**src/rtl/clock_ctrl_pkg.sv**
```systemverilog
// Shared mode/field encodings for the clock UI, timekeeper, alarm and display blocks.
package clock_ctrl_pkg;

    typedef enum logic [1:0] {
        MODE_RUN       = 2'd0,
        MODE_SET_TIME  = 2'd1,
        MODE_SET_ALARM = 2'd2,
        MODE_STOPWATCH = 2'd3
    } mode_e;

    localparam logic [2:0] FIELD_SEC  = 3'b001;
    localparam logic [2:0] FIELD_MIN  = 3'b010;
    localparam logic [2:0] FIELD_HOUR = 3'b100;

    function automatic mode_e next_mode(input mode_e m);
        case (m)
            MODE_RUN:       return MODE_SET_TIME;
            MODE_SET_TIME:  return MODE_SET_ALARM;
            MODE_SET_ALARM: return MODE_STOPWATCH;
            default:        return MODE_RUN;
        endcase
    endfunction

    // hour -> min -> sec -> hour
    function automatic logic [2:0] next_field(input logic [2:0] f);
        return {f[0], f[2:1]};
    endfunction

    function automatic logic is_set_mode(input mode_e m);
        return (m == MODE_SET_TIME) || (m == MODE_SET_ALARM);
    endfunction

endpackage

```
**src/rtl/clock_mode_ctrl_btn_repeat.sv**
```systemverilog
// Press detection and hold-to-repeat pulse generation for one push-button.
module btn_repeat #(
    parameter int REPEAT_DELAY  = 500,
    parameter int REPEAT_PERIOD = 100
) (
    input  logic clk,
    input  logic rst,
    input  logic btn_i,
    input  logic repeat_en_i,
    input  logic clear_i,
    output logic level_o,
    output logic press_o,
    output logic fire_o
);

    localparam int CW = $clog2(REPEAT_DELAY + REPEAT_PERIOD + 1);
    localparam logic [CW-1:0] CNT_ONE    = CW'(1);
    localparam logic [CW-1:0] CNT_DLY    = CW'(REPEAT_DELAY);
    localparam logic [CW-1:0] CNT_TOP    = CW'(REPEAT_DELAY + REPEAT_PERIOD);
    localparam logic [CW-1:0] CNT_RELOAD = CW'(REPEAT_DELAY + 1);

    logic          lvl_q, prev_q;
    logic [CW-1:0] cnt_q, cnt_d;
    logic          held, rpt_hit;

    assign level_o = lvl_q;
    assign press_o = lvl_q & ~prev_q;
    assign held    = lvl_q & prev_q;
    assign rpt_hit = repeat_en_i & held & ((cnt_q == CNT_DLY) || (cnt_q == CNT_TOP));
    assign fire_o  = ~clear_i & (press_o | rpt_hit);

    // A zero count while held means repeat is disarmed until the next fresh press.
    always_comb begin
        cnt_d = '0;
        if (clear_i || !lvl_q || !repeat_en_i)
            cnt_d = '0;
        else if (press_o)
            cnt_d = CNT_ONE;
        else if (cnt_q == CNT_TOP)
            cnt_d = CNT_RELOAD;
        else if (cnt_q != '0)
            cnt_d = cnt_q + CNT_ONE;
    end

    always_ff @(posedge clk or posedge rst) begin
        if (rst) begin
            lvl_q  <= 1'b1;
            prev_q <= 1'b1;
            cnt_q  <= '0;
        end else begin
            lvl_q  <= btn_i;
            prev_q <= lvl_q;
            cnt_q  <= cnt_d;
        end
    end

endmodule

```
**src/rtl/clock_mode_ctrl.sv**
```systemverilog
// Button sequencer: mode FSM, field selection, alarm dismiss and command pulse decode.
module clock_mode_ctrl
    import clock_ctrl_pkg::*;
#(
    parameter int REPEAT_DELAY  = 500,
    parameter int REPEAT_PERIOD = 100
) (
    input  logic       clk,
    input  logic       rst,
    input  logic       btn_mode,
    input  logic       btn_sel,
    input  logic       btn_up,
    input  logic       btn_down,
    input  logic       alarm_active,
    output logic [1:0] mode,
    output logic [2:0] field,
    output logic [2:0] time_inc,
    output logic [2:0] time_dec,
    output logic [2:0] alarm_inc,
    output logic [2:0] alarm_dec,
    output logic       time_hold,
    output logic       alarm_en,
    output logic       dis_alarm,
    output logic       sw_start_stop,
    output logic       sw_clear
);

    mode_e      mode_q, mode_nxt;
    logic [2:0] field_q, time_inc_q, time_dec_q, alarm_inc_q, alarm_dec_q;
    logic       time_hold_q, alarm_en_q, dis_alarm_q, sw_ss_q, sw_clr_q;
    logic       mode_lvl_q, mode_prev_q, sel_lvl_q, sel_prev_q;

    logic p_mode, p_sel, p_up, p_dn, fire_up, fire_dn, lvl_up, lvl_dn;
    logic dismiss, rpt_clear, rpt_en;

    assign p_mode    = mode_lvl_q & ~mode_prev_q;
    assign p_sel     = sel_lvl_q & ~sel_prev_q;
    assign dismiss   = alarm_active & (p_mode | p_sel | p_up | p_dn);
    assign rpt_clear = dismiss | p_mode | (lvl_up & lvl_dn);
    assign rpt_en    = is_set_mode(mode_q);
    assign mode_nxt  = next_mode(mode_q);

    btn_repeat #(.REPEAT_DELAY(REPEAT_DELAY), .REPEAT_PERIOD(REPEAT_PERIOD)) u_up (
        .clk(clk), .rst(rst), .btn_i(btn_up), .repeat_en_i(rpt_en), .clear_i(rpt_clear),
        .level_o(lvl_up), .press_o(p_up), .fire_o(fire_up)
    );

    btn_repeat #(.REPEAT_DELAY(REPEAT_DELAY), .REPEAT_PERIOD(REPEAT_PERIOD)) u_down (
        .clk(clk), .rst(rst), .btn_i(btn_down), .repeat_en_i(rpt_en), .clear_i(rpt_clear),
        .level_o(lvl_dn), .press_o(p_dn), .fire_o(fire_dn)
    );

    always_ff @(posedge clk or posedge rst) begin
        if (rst) begin
            mode_q      <= MODE_RUN;
            field_q     <= FIELD_HOUR;
            time_inc_q  <= '0;
            time_dec_q  <= '0;
            alarm_inc_q <= '0;
            alarm_dec_q <= '0;
            time_hold_q <= 1'b0;
            alarm_en_q  <= 1'b0;
            dis_alarm_q <= 1'b0;
            sw_ss_q     <= 1'b0;
            sw_clr_q    <= 1'b0;
            mode_lvl_q  <= 1'b1;
            mode_prev_q <= 1'b1;
            sel_lvl_q   <= 1'b1;
            sel_prev_q  <= 1'b1;
        end else begin
            mode_lvl_q  <= btn_mode;
            mode_prev_q <= mode_lvl_q;
            sel_lvl_q   <= btn_sel;
            sel_prev_q  <= sel_lvl_q;
            time_inc_q  <= '0;
            time_dec_q  <= '0;
            alarm_inc_q <= '0;
            alarm_dec_q <= '0;
            sw_ss_q     <= 1'b0;
            sw_clr_q    <= 1'b0;
            dis_alarm_q <= dismiss;
            // A ringing alarm swallows every press; a mode press swallows the rest.
            if (!dismiss) begin
                if (p_mode) begin
                    mode_q      <= mode_nxt;
                    time_hold_q <= (mode_nxt == MODE_SET_TIME);
                    if (is_set_mode(mode_nxt))
                        field_q <= FIELD_HOUR;
                end else begin
                    case (mode_q)
                        MODE_RUN: begin
                            if (p_sel) alarm_en_q <= ~alarm_en_q;
                        end
                        MODE_SET_TIME: begin
                            if (p_sel)   field_q    <= next_field(field_q);
                            if (fire_up) time_inc_q <= field_q;
                            if (fire_dn) time_dec_q <= field_q;
                        end
                        MODE_SET_ALARM: begin
                            if (p_sel)   field_q     <= next_field(field_q);
                            if (fire_up) alarm_inc_q <= field_q;
                            if (fire_dn) alarm_dec_q <= field_q;
                        end
                        MODE_STOPWATCH: begin
                            sw_ss_q  <= fire_up;
                            sw_clr_q <= fire_dn;
                        end
                        default: ;
                    endcase
                end
            end
        end
    end

    assign mode          = mode_q;
    assign field         = field_q;
    assign time_inc      = time_inc_q;
    assign time_dec      = time_dec_q;
    assign alarm_inc     = alarm_inc_q;
    assign alarm_dec     = alarm_dec_q;
    assign time_hold     = time_hold_q;
    assign alarm_en      = alarm_en_q;
    assign dis_alarm     = dis_alarm_q;
    assign sw_start_stop = sw_ss_q;
    assign sw_clear      = sw_clr_q;

endmodule

```
**config.mk**
```make
export PLATFORM = sky130hd
export DESIGN_NAME = clock_mode_ctrl
export DESIGN_NICKNAME = d
export VERILOG_FILES = /design/src/rtl/clock_ctrl_pkg.sv /design/src/rtl/clock_mode_ctrl_btn_repeat.sv /design/src/rtl/clock_mode_ctrl.sv
export SDC_FILE = /design/constraint.sdc
export NUM_CORES = 1
export LEC_CHECK = 0
export ABC_AREA = 1
export BUFFER_PORTS_ARGS = -buffer_cell sky130_fd_sc_hd__buf_2
export CAP_MARGIN = 20
export CORE_UTILIZATION = 35
export CTS_CLUSTER_DIAMETER = 50
export DETAILED_ROUTE_END_ITERATION = 12
export PLACE_DENSITY_LB_ADDON = 0.25
export REMOVE_ABC_BUFFERS = 1
export SLEW_MARGIN = 20
export SYNTH_ARGS = -nofsm -noshare
export SYNTH_HDL_FRONTEND = slang
export SYNTH_SLANG_ARGS = --single-unit
```
**constraint.sdc**
```tcl
create_clock -name clk -period 1.8 [get_ports clk]
set_input_delay 0.09 -clock clk [delete_from_list [all_inputs] [get_ports clk]]
set_output_delay 0.09 -clock clk [all_outputs]
set_load 0.02 [all_outputs]
```
==> results of run 1 <==
## critical path: cells and delay by family (launching register included)
family / cells / cell delay [ns]
simple gates: 6 / 0.80
flops: 1 / 0.53
compound gates: 1 / 0.17
buf+inv: 1 / 0.08
## power by group
part / total, W / internal, W / switching (W) / leakage (nW)
Combinational: 0.000700 / 0.000226 / 0.000474 / 0.782
Clock: 0.000668 / 0.000288 / 0.000380 / 0.0502
Sequential: 0.00131 / 0.00122 / 0.0000825 / 0.656
Total: 0.00267 / 0.00174 / 0.000937 / 1.49
## what timing repair did
action,in CTS,in global routing
endpoints found under the setup margin,0,0
setup buffers,0,0
endpoints found under the hold margin,19,0
hold buffers,5,0
## cell type report
| type | count | area [um2] |
|---|---|---|
| flip-flops and latches | 50 | 1260 |
| well taps | 96 | 120 |
| clock buffers | 5 | 68.8 |
| fillers | 702 | 3870 |
| clock inverters | 3 | 28.8 |
| multi-input cells | 217 | 1120 |
| inverters | 43 | 161 |
| repair buffers | 42 | 270 |
## cell usage in the layout, fill, tap and decap left out, types with 3 or more instances in the layout
master	instances
ha_1	9
nand2_2	3
clkbuf_8	5
a21oi_1	5
dlygate4sd3_1	5
nor2_2	5
nand3_1	28
buf_4	8
dfstp_2	9
inv_1	42
dfrtp_1	41
nor3_1	7
o21ai_0	11
xor2_1	3
nor2_1	59
nand4_1	7
buf_2	28
nand2_1	64
## kinds of logic after synthesis
| kind of cell | count (synthesis) |
|---|---|
| adders and majority gates | 9 |
| buffers and inverters | 44 |
| xor gates and xnor gates | 5 |
| and+or+nand+nor | 180 |
| DFF | 50 |
| AOI/OAI and AO/OA | 23 |
## path summary, 6_finish.rpt
check / to / slack (ns) / cells after the start
max: u_down.cnt_q[2] / 0.15 / 8
min: mode[0] / 0.05 / 2
max reg2reg: u_down.cnt_q[2] / 0.15 / 8
min reg2reg: sel_prev_q / 0.37 / 0
max in group asynchronous: u_down.level_o / 0.96 / 4
min in group asynchronous: field[0] / 0.31 / 3
## Yosys cell counts (5+ instances only)
library cell	n	area share, %
nand2_1	64	9.4
nor2_1	59	8.7
inv_1	43	6.3
dfrtp_1	41	40
nand3_1	28	5.5
o21ai_0	11	2.2
dfstp_2	9	9.3
ha_1	9	4.4
nand4_1	7	1.7
nor3_1	7	1.4
a21oi_1	5	0.98
nor2_2	5	1.2
## sequential cells by signal, summed over array words and instances, names as in the netlist, 2 cells and up
| signal | count |
|---|---|
| alarm_inc | 3 |
| alarm_dec | 3 |
| u_down.cnt_q | 10 |
| time_dec | 3 |
| mode | 2 |
| time_inc | 3 |
| field | 3 |
| u_up.cnt_q | 10 |
## per-layer routing
metal / vias to the layer above / routed length, um / global-route usage, %
li1: 1079 / - / -
met4: 0 / 121 / 5.81
met2: 57 / 2420 / 24.6
met1: 977 / 2390 / 18.6
met5: - / 0 / 0
met3: 16 / 176 / 3.32
## stage by stage
stage / cell area (um2) / utilization (%) / power [W] / setup WS [ns]
2_1_floorplan: 2540 / - / 0.00179 / 0.198
5_1_grt: 3030 / 43.9 / 0.00284 / 0.0346
6_report: 3030 / 43.9 / 0.00267 / 0.153
3_3_place_gp: 2890 / 41.8 / 0.00202 / 0.220
3_5_place_dp: 2890 / 41.8 / 0.00203 / 0.164
4_1_cts: 3030 / 43.9 / 0.00271 / 0.136
==> results.toml, run 1 <==
[die]
die_y_um = 87.5
io_pins = 29
num_rows = 30
start_util_pct = 37.0
die_w_um = 87.5
die_area_mm2 = 0.00765
design.core.area_mm2 = 0.00691

[timing]
finalSetupViolCount = 0
hold_violations = 0
fmax_ghz = 0.607
rsz0062_at_grt = "no"
min_period_over_period_pct = 91.5
worst_pin_slew_ns = 0.393
period_needed_ns = 1.65
hold_ws_ns = 0.0513
clock_skew_ns = 0.0113
slew_viol_final = 0
slew_headroom_pct = 73.8
tns_ns = 0

[synthesis]
yosys_warnings = 0
netlist_area_mm2 = 0.00256
synth-seq-cells = 50
ys_async_sr_fraction_pct = 100
netlist_instances = 311
synth_top_family_by_area = "simple AND/OR/NAND/NOR gates"
ys.flop_type = "dfrtp_1"
synth_compound_area_share_pct = 5.53
synth.area.mux_share_pct = 0
ys_types = 27
ys_seq_area_share_pct = 49.4
synth_xor_area_share_pct = 1.71
syn_area_per_cell_um2 = 8.22
synthSimpleGateAreaFrac_pct = 32.2
synth_edf_count = 0
synth_adder_area_share_pct = 4.41

[route]
vias = 2129
drc = 0
wl_per_cell_um = 11.2
drtIter0Drc = 93
wl_mm = 5.11
via_per_inst = 4.67
ant_nets = 0
firstDrtPassIters = 4

[critical_path]
cp-end-kind = "register"
crit_top_cell = "nand2_4"
cp_max_fo = 10
startpoint_type = "register"
worstSetupPathType = "register to register"
crit_path_max_incr_delay_ns = 0.53
cp_data_arrival_time_ns = 1.87
startpoint = "u_up.prev_q"
reg2reg_from = "u_up.prev_q"
crit_chain = "inv_1 -> nand2_4 -> nand2_2 -> o21ai_4 -> nand2_4 -> nor2_8 -> nand3_4 -> nor2_1"
cp_slowest_cell = "dfstp_2"
required_ns = 2.03

[global_route]
grt_usage_pct = 14.8
grt_start_max_net_pins = 24
antenna_found_initial = 0
grt_pass1_wl_mm = 8.83
overflow = 0
first_global_vias = 2057

[layout]
nets = 375
drive_above_1_share_pct = 19.2
synthToLayoutAreaGrowth_pct = 18.6
antennaDiodeCount = 0
stdcell_count = 456

[pwr]
peakVddDrop_v = 0.000436
p_leak_nw = 1.49
p_per_area_mw_per_mm2 = 882

[clock_tree]
cts_tree = "done"
clockBufferDepth = 2
cts-resized-gates = 0
clk_pin_slew_ns = 0.09
cts-root-buf = "clkbuf_8"
h-tree-depth = 2
clk_latency_ns = 0.30
clock_sinks = 50
cts_buffers = 5

[min_path]
min_from = "alarm_active"
hold_class = "input port to register"

[placed_design]
dp_hpwl_mm = 4.01
gp_congestion = 0.935
dpl.cell_count = 443
port_buffers = 28

[outcome]
status = "completed"

[run]
cap_violations = 0
No activity file was read; power rests on OpenSTA's default activity.
==> run 2: changes to the inputs <==
- CAP_MARGIN: 20 -> default
- CORE_ASPECT_RATIO: default -> 1.2
==> run 2 against run 1 <==
Highest routed layer unchanged. Power grew 0.88%. Critical path type unchanged. Cell count shrank 2.6%. Non-clock buffer count shrank 3.
==> results.toml, run 2 (synthesis results as in run 1) <==
[layout]
synthToLayoutAreaGrowth_pct = 17.5
regArea_mm2 = 0.00126
multi_input_area_mm2 = 0.00113
final_common_cell = "nand2_1"
n_fill_cell = 713
antennaDiodeCount = 0
nets = 372
largestRegisters = "u_down.cnt_q (10), u_up.cnt_q (10)"
final_cell_mix = "nand2_1, nor2_1, inv_1"
drive_above_1_share_pct = 18.8

[critical_path]
r2r_end = "u_down.cnt_q[9]"
worstSetupPathType = "register to register"
cp_data_arrival_time_ns = 1.87
reg2reg_from = "u_up.prev_q"
worst-path-buf-inv = 1
required_ns = 2.04
startpoint_type = "register"
cp_max_fo = 10
crit_chain = "inv_1 -> nand2_4 -> nand2_2 -> o21ai_4 -> nand2_4 -> nor2_8 -> nand3_4 -> nor2_2"
cp_slowest_cell = "dfstp_2"
crit_path_max_incr_delay_ns = 0.54
crit_top_cell = "nand2_4"
critical_path.top_delay_family = "simple AND/OR/NAND/NOR gates"
ff2ff_path_depth = 8
ff2ff_setup_slack_ns = 0.17
cp-end-kind = "register"

[min_path]
holdPathEnd = "mode[0]"
hold_class = "input port to register"
min_path_cells = 2
min_from = "alarm_active"

[run]
cap_violations = 0

[route]
ant_nets = 0
vias = 2091
firstDrtPassIters = 4
wl_per_cell_um = 11.1
wl_mm = 4.95
drc = 0
via_per_inst = 4.71
drtIter0Drc = 88

[global_route]
antenna_found_initial = 0
grt_start_max_net_pins = 27
grt_pass1_wl_mm = 8.58
globalRouteMet2Util_pct = 24.3
grt_util_met3_pct = 2.97
met1_usage_pct = 18.3
first_global_vias = 1958
grt_usage_pct = 14.6
overflow = 0
top_usage_layer = "met2"

[die]
start_util_pct = 36.9
die_area_mm2 = 0.00765
die_w_um = 80.0
io_pins = 29
die_y_um = 95.6
num_rows = 33
design.core.area_mm2 = 0.00694

[clock_tree]
clockBufferDepth = 2
clk_latency_ns = 0.31
h-tree-depth = 2
clk_pin_slew_ns = 0.10
cts-root-buf = "clkbuf_8"
cts_setup_buffers = 0
cts_buffers = 5
cts_tree = "done"
clock_sinks = 50

[pwr]
total_power_w = 0.00270
p_per_area_mw_per_mm2 = 898
p_leak_nw = 1.47
peakVddDrop_v = 0.000409

[timing]
fmax_ghz = 0.614
clock_skew_ns = 0.0151
period_needed_ns = 1.63
rsz0062_at_grt = "no"
worst_pin_slew_ns = 0.552
min_period_over_period_pct = 90.5
slew_headroom_pct = 63.1
finalSetupViolCount = 0
tns_ns = 0
slew_viol_final = 0
hold_violations = 0

[placed_design]
gp_congestion = 0.872
dp_hpwl_mm = 3.87
port_buffers = 28

[outcome]
status = "completed"
## run 2: layer usage
metal | vias to the layer above | routed length [um]
li1 | 1072 | -
met1 | 958 | 2260
met2 | 49 | 2360
met3 | 12 | 198
met4 | 0 | 132
met5 | - | 0
## run 2: power breakdown
part	total [W]	switching (W)	internal, W
combinational	0.000699	0.000468	0.000231
sequential	0.00131	0.0000869	0.00122
clock	0.000688	0.000400	0.000288
## run 2: repair_timing
item / CTS / global route
resized for setup: 0 / 2
hold buffers: 5 / 0
endpoints found under the hold margin: 21 / 0
endpoints found under the setup margin: 0 / 2
## run 2: cell type report
type	instances	area share (%)
Inverter	43	5.37
Tap cell	87	3.62
Clock inverter	3	0.958
Timing Repair Buffer	39	8.25
Clock buffer	5	2.29
Sequential cell	50	42.0
Multi-Input combinational cell	217	37.5
## run 2: worst max path at each step
| stage | startpoint | slack (ns) | cells past startpoint | to |
|---|---|---|---|---|
| detailed placement | u_up.prev_q | 0.13 | 8 | u_up.cnt_q[7] |
| floorplan | mode[0] | 0.20 | 8 | alarm_dec[0] |
| global placement | u_up.prev_q | 0.21 | 8 | u_down.cnt_q[9] |
| CTS | u_up.prev_q | 0.13 | 8 | u_down.cnt_q[9] |
| finish | u_up.prev_q | 0.17 | 8 | u_down.cnt_q[9] |
| global route | u_up.prev_q | 0.01 | 8 | u_down.cnt_q[3] |
## run 2: worst register-to-register path, delay by kind of cell, from the launching register on
family,cells,cell delay (ns)
AND/OR/NAND/NOR,6,0.79
flip-flops,1,0.54
AO/OA/AOI/OAI,1,0.16
buffers and inverters,1,0.08
## run 2: stage by stage
step / hold slack (ns) / cell area (um2) / cells / utilization (%) / setup WS, ns
2_1_floorplan: 0.0945 / 2540 / 310 / - / 0.198
3_3_place_gp: 0.184 / 2850 / 431 / 41.1 / 0.208
3_5_place_dp: 0.184 / 2850 / 431 / 41.1 / 0.128
4_1_cts: 0.0489 / 3000 / 444 / 43.2 / 0.134
5_1_grt: 0.0444 / 3000 / 444 / 43.3 / 0.0146
6_report: 0.0624 / 3000 / 444 / 43.3 / 0.170
==> run 3: changes to the inputs <==
- BUFFER_PORTS_ARGS: -buffer_cell sky130_fd_sc_hd__buf_2 -> default
- DONT_BUFFER_PORTS: default -> 1
==> run 3 against run 2 <==
Critical path depth stayed put. Combinational power is 14% lower. Fmax is 1.4% lower. Via count is 5.1% lower. Sequential power is 5% higher. Critical path type unchanged.
==> results.toml, run 3 (synthesis results as in run 1) <==
[critical_path]
startpoint_type = "register"
cp-end-kind = "register"
critical_path.top_delay_family = "simple AND/OR/NAND/NOR gates"
worst-path-buf-inv = 1
cp_slowest_cell = "dfstp_2"
crit_top_cell = "nand2_4"
cp_max_fo = 10
crit_chain = "inv_1 -> nand2_4 -> nand2_2 -> o21ai_4 -> nand2_4 -> nor2_8 -> nand3_4 -> nor2_1"
cp_data_arrival_time_ns = 1.89
worstSetupPathType = "register to register"
required_ns = 2.04
crit_path_max_incr_delay_ns = 0.54

[pwr]
p_per_area_mw_per_mm2 = 959
peakVddDrop_v = 0.000465
p_leak_nw = 1.36

[timing]
slew_viol_final = 0
setup_ws_ns = 0.147
rsz0062_at_grt = "yes"
period_needed_ns = 1.65
hold_violations = 0
min_period_over_period_pct = 91.8
fmax_ghz = 0.605
clock_skew_ns = 0.0187
slew_headroom_pct = 66.4
worst_pin_slew_ns = 0.504
hold_ws_ns = 0.0260
finalSetupViolCount = 0

[global_route]
grt_start_max_net_pins = 29
antenna_found_initial = 0
grt_usage_pct = 15.2
grt_pass1_wl_mm = 8.83
overflow = 0
first_global_vias = 1948

[run]
cap_violations = 0

[layout]
stdcell_count = 419
multi_input_area_mm2 = 0.00112
largestRegisters = "u_down.cnt_q (10), u_up.cnt_q (10)"
regArea_mm2 = 0.00126
drive_above_1_share_pct = 12.3
n_fill_cell = 733
final_cell_mix = "nand2_1, nor2_1, inv_1"
nets = 347
final_cell_area_mm2 = 0.00290
synthToLayoutAreaGrowth_pct = 13.5
final_common_cell = "nand2_1"
antennaDiodeCount = 0

[route]
via_per_inst = 4.74
drc = 0
ant_nets = 0
vias = 1985
drtIter0Drc = 116
wl_mm = 5.22
wl_per_cell_um = 12.4
firstDrtPassIters = 4

[outcome]
status = "completed"

[die]
num_rows = 33
design.core.area_mm2 = 0.00694
io_pins = 29
die_area_mm2 = 0.00765
die_w_um = 80.0
die_y_um = 95.6
start_util_pct = 36.9

[clock_tree]
h-tree-depth = 2
clockBufferDepth = 2
clk_pin_slew_ns = 0.10
clock_sinks = 50
clk_latency_ns = 0.31
cts_tree = "done"
cts-root-buf = "clkbuf_8"
cts_buffers = 5

[placed_design]
dpl_cell_area_mm2 = 0.00273
dpl.cell_count = 405
port_buffers = 0
gp_congestion = 0.852
place_ws_ns = 0.147
dp_hpwl_mm = 3.99

[min_path]
hold_class = "input port to register"
-- run 3: worst paths after layout --
path | endpoint | slack [ns] | depth (start not counted) | from
worst min register to register | sel_prev_q | 0.37 | 0 | sel_lvl_q
min in group asynchronous | u_up.cnt_q[0] | 0.26 | 2 | rst
worst max register to register | u_down.cnt_q[1] | 0.15 | 8 | u_up.prev_q
max in group asynchronous | u_down.prev_q | 0.94 | 3 | rst
worst max-delay path | u_down.cnt_q[1] | 0.15 | 8 | u_up.prev_q
worst min-delay path | mode[1] | 0.03 | 3 | alarm_active
-- run 3: worst min-delay path, delay by kind of cell --
kind,cells,cell delay [ns]
simple gates,2,0.12
compound gates,1,0.08
-- run 3: timing repair --
item / 4_1_cts / 5_1_grt
setup buffers: 0 / 0
hold buffers: 6 / 0
setup endpoints to repair: 0 / 3
resized for setup: 0 / 1
hold endpoints to repair: 22 / 0
-- run 3: power breakdown --
group | total (W) | internal [W] | leakage (nW) | switching, W
combinational | 0.000601 | 0.000205 | 0.643 | 0.000396
sequential | 0.00137 | 0.00122 | 0.656 | 0.000143
clock | 0.000813 | 0.000417 | 0.0585 | 0.000396
total | 0.00278 | 0.00185 | 1.36 | 0.000936
-- run 3: metal layers --
metal / share of wire [%] / global-route usage (%)
met2: 48 / 26.0
met3: 4.0 / 3.64
met4: 1.5 / 5.80
met1: 46 / 18.3
met5: 0 / 0
-- run 3: area by class of cell --
cell class	instances	share of cell area [%]
well taps	87	3.75
inverters	43	5.56
clock inverters	3	1.51
flip-flops and latches	50	43.5
clock buffers	5	2.37
repair buffers	14	4.57
multi-input cells	217	38.7
-- run 3: per-stage QoR --
stage / power [W] / utilization (%) / TNS [ns]
floorplan: 0.00179 / - / 0
global placement: 0.00199 / 39.3 / 0
detailed placement: 0.00199 / 39.3 / 0
CTS: 0.00282 / 41.8 / 0
global route: 0.00295 / 41.8 / -0.0125
finish: 0.00278 / 41.8 / 0
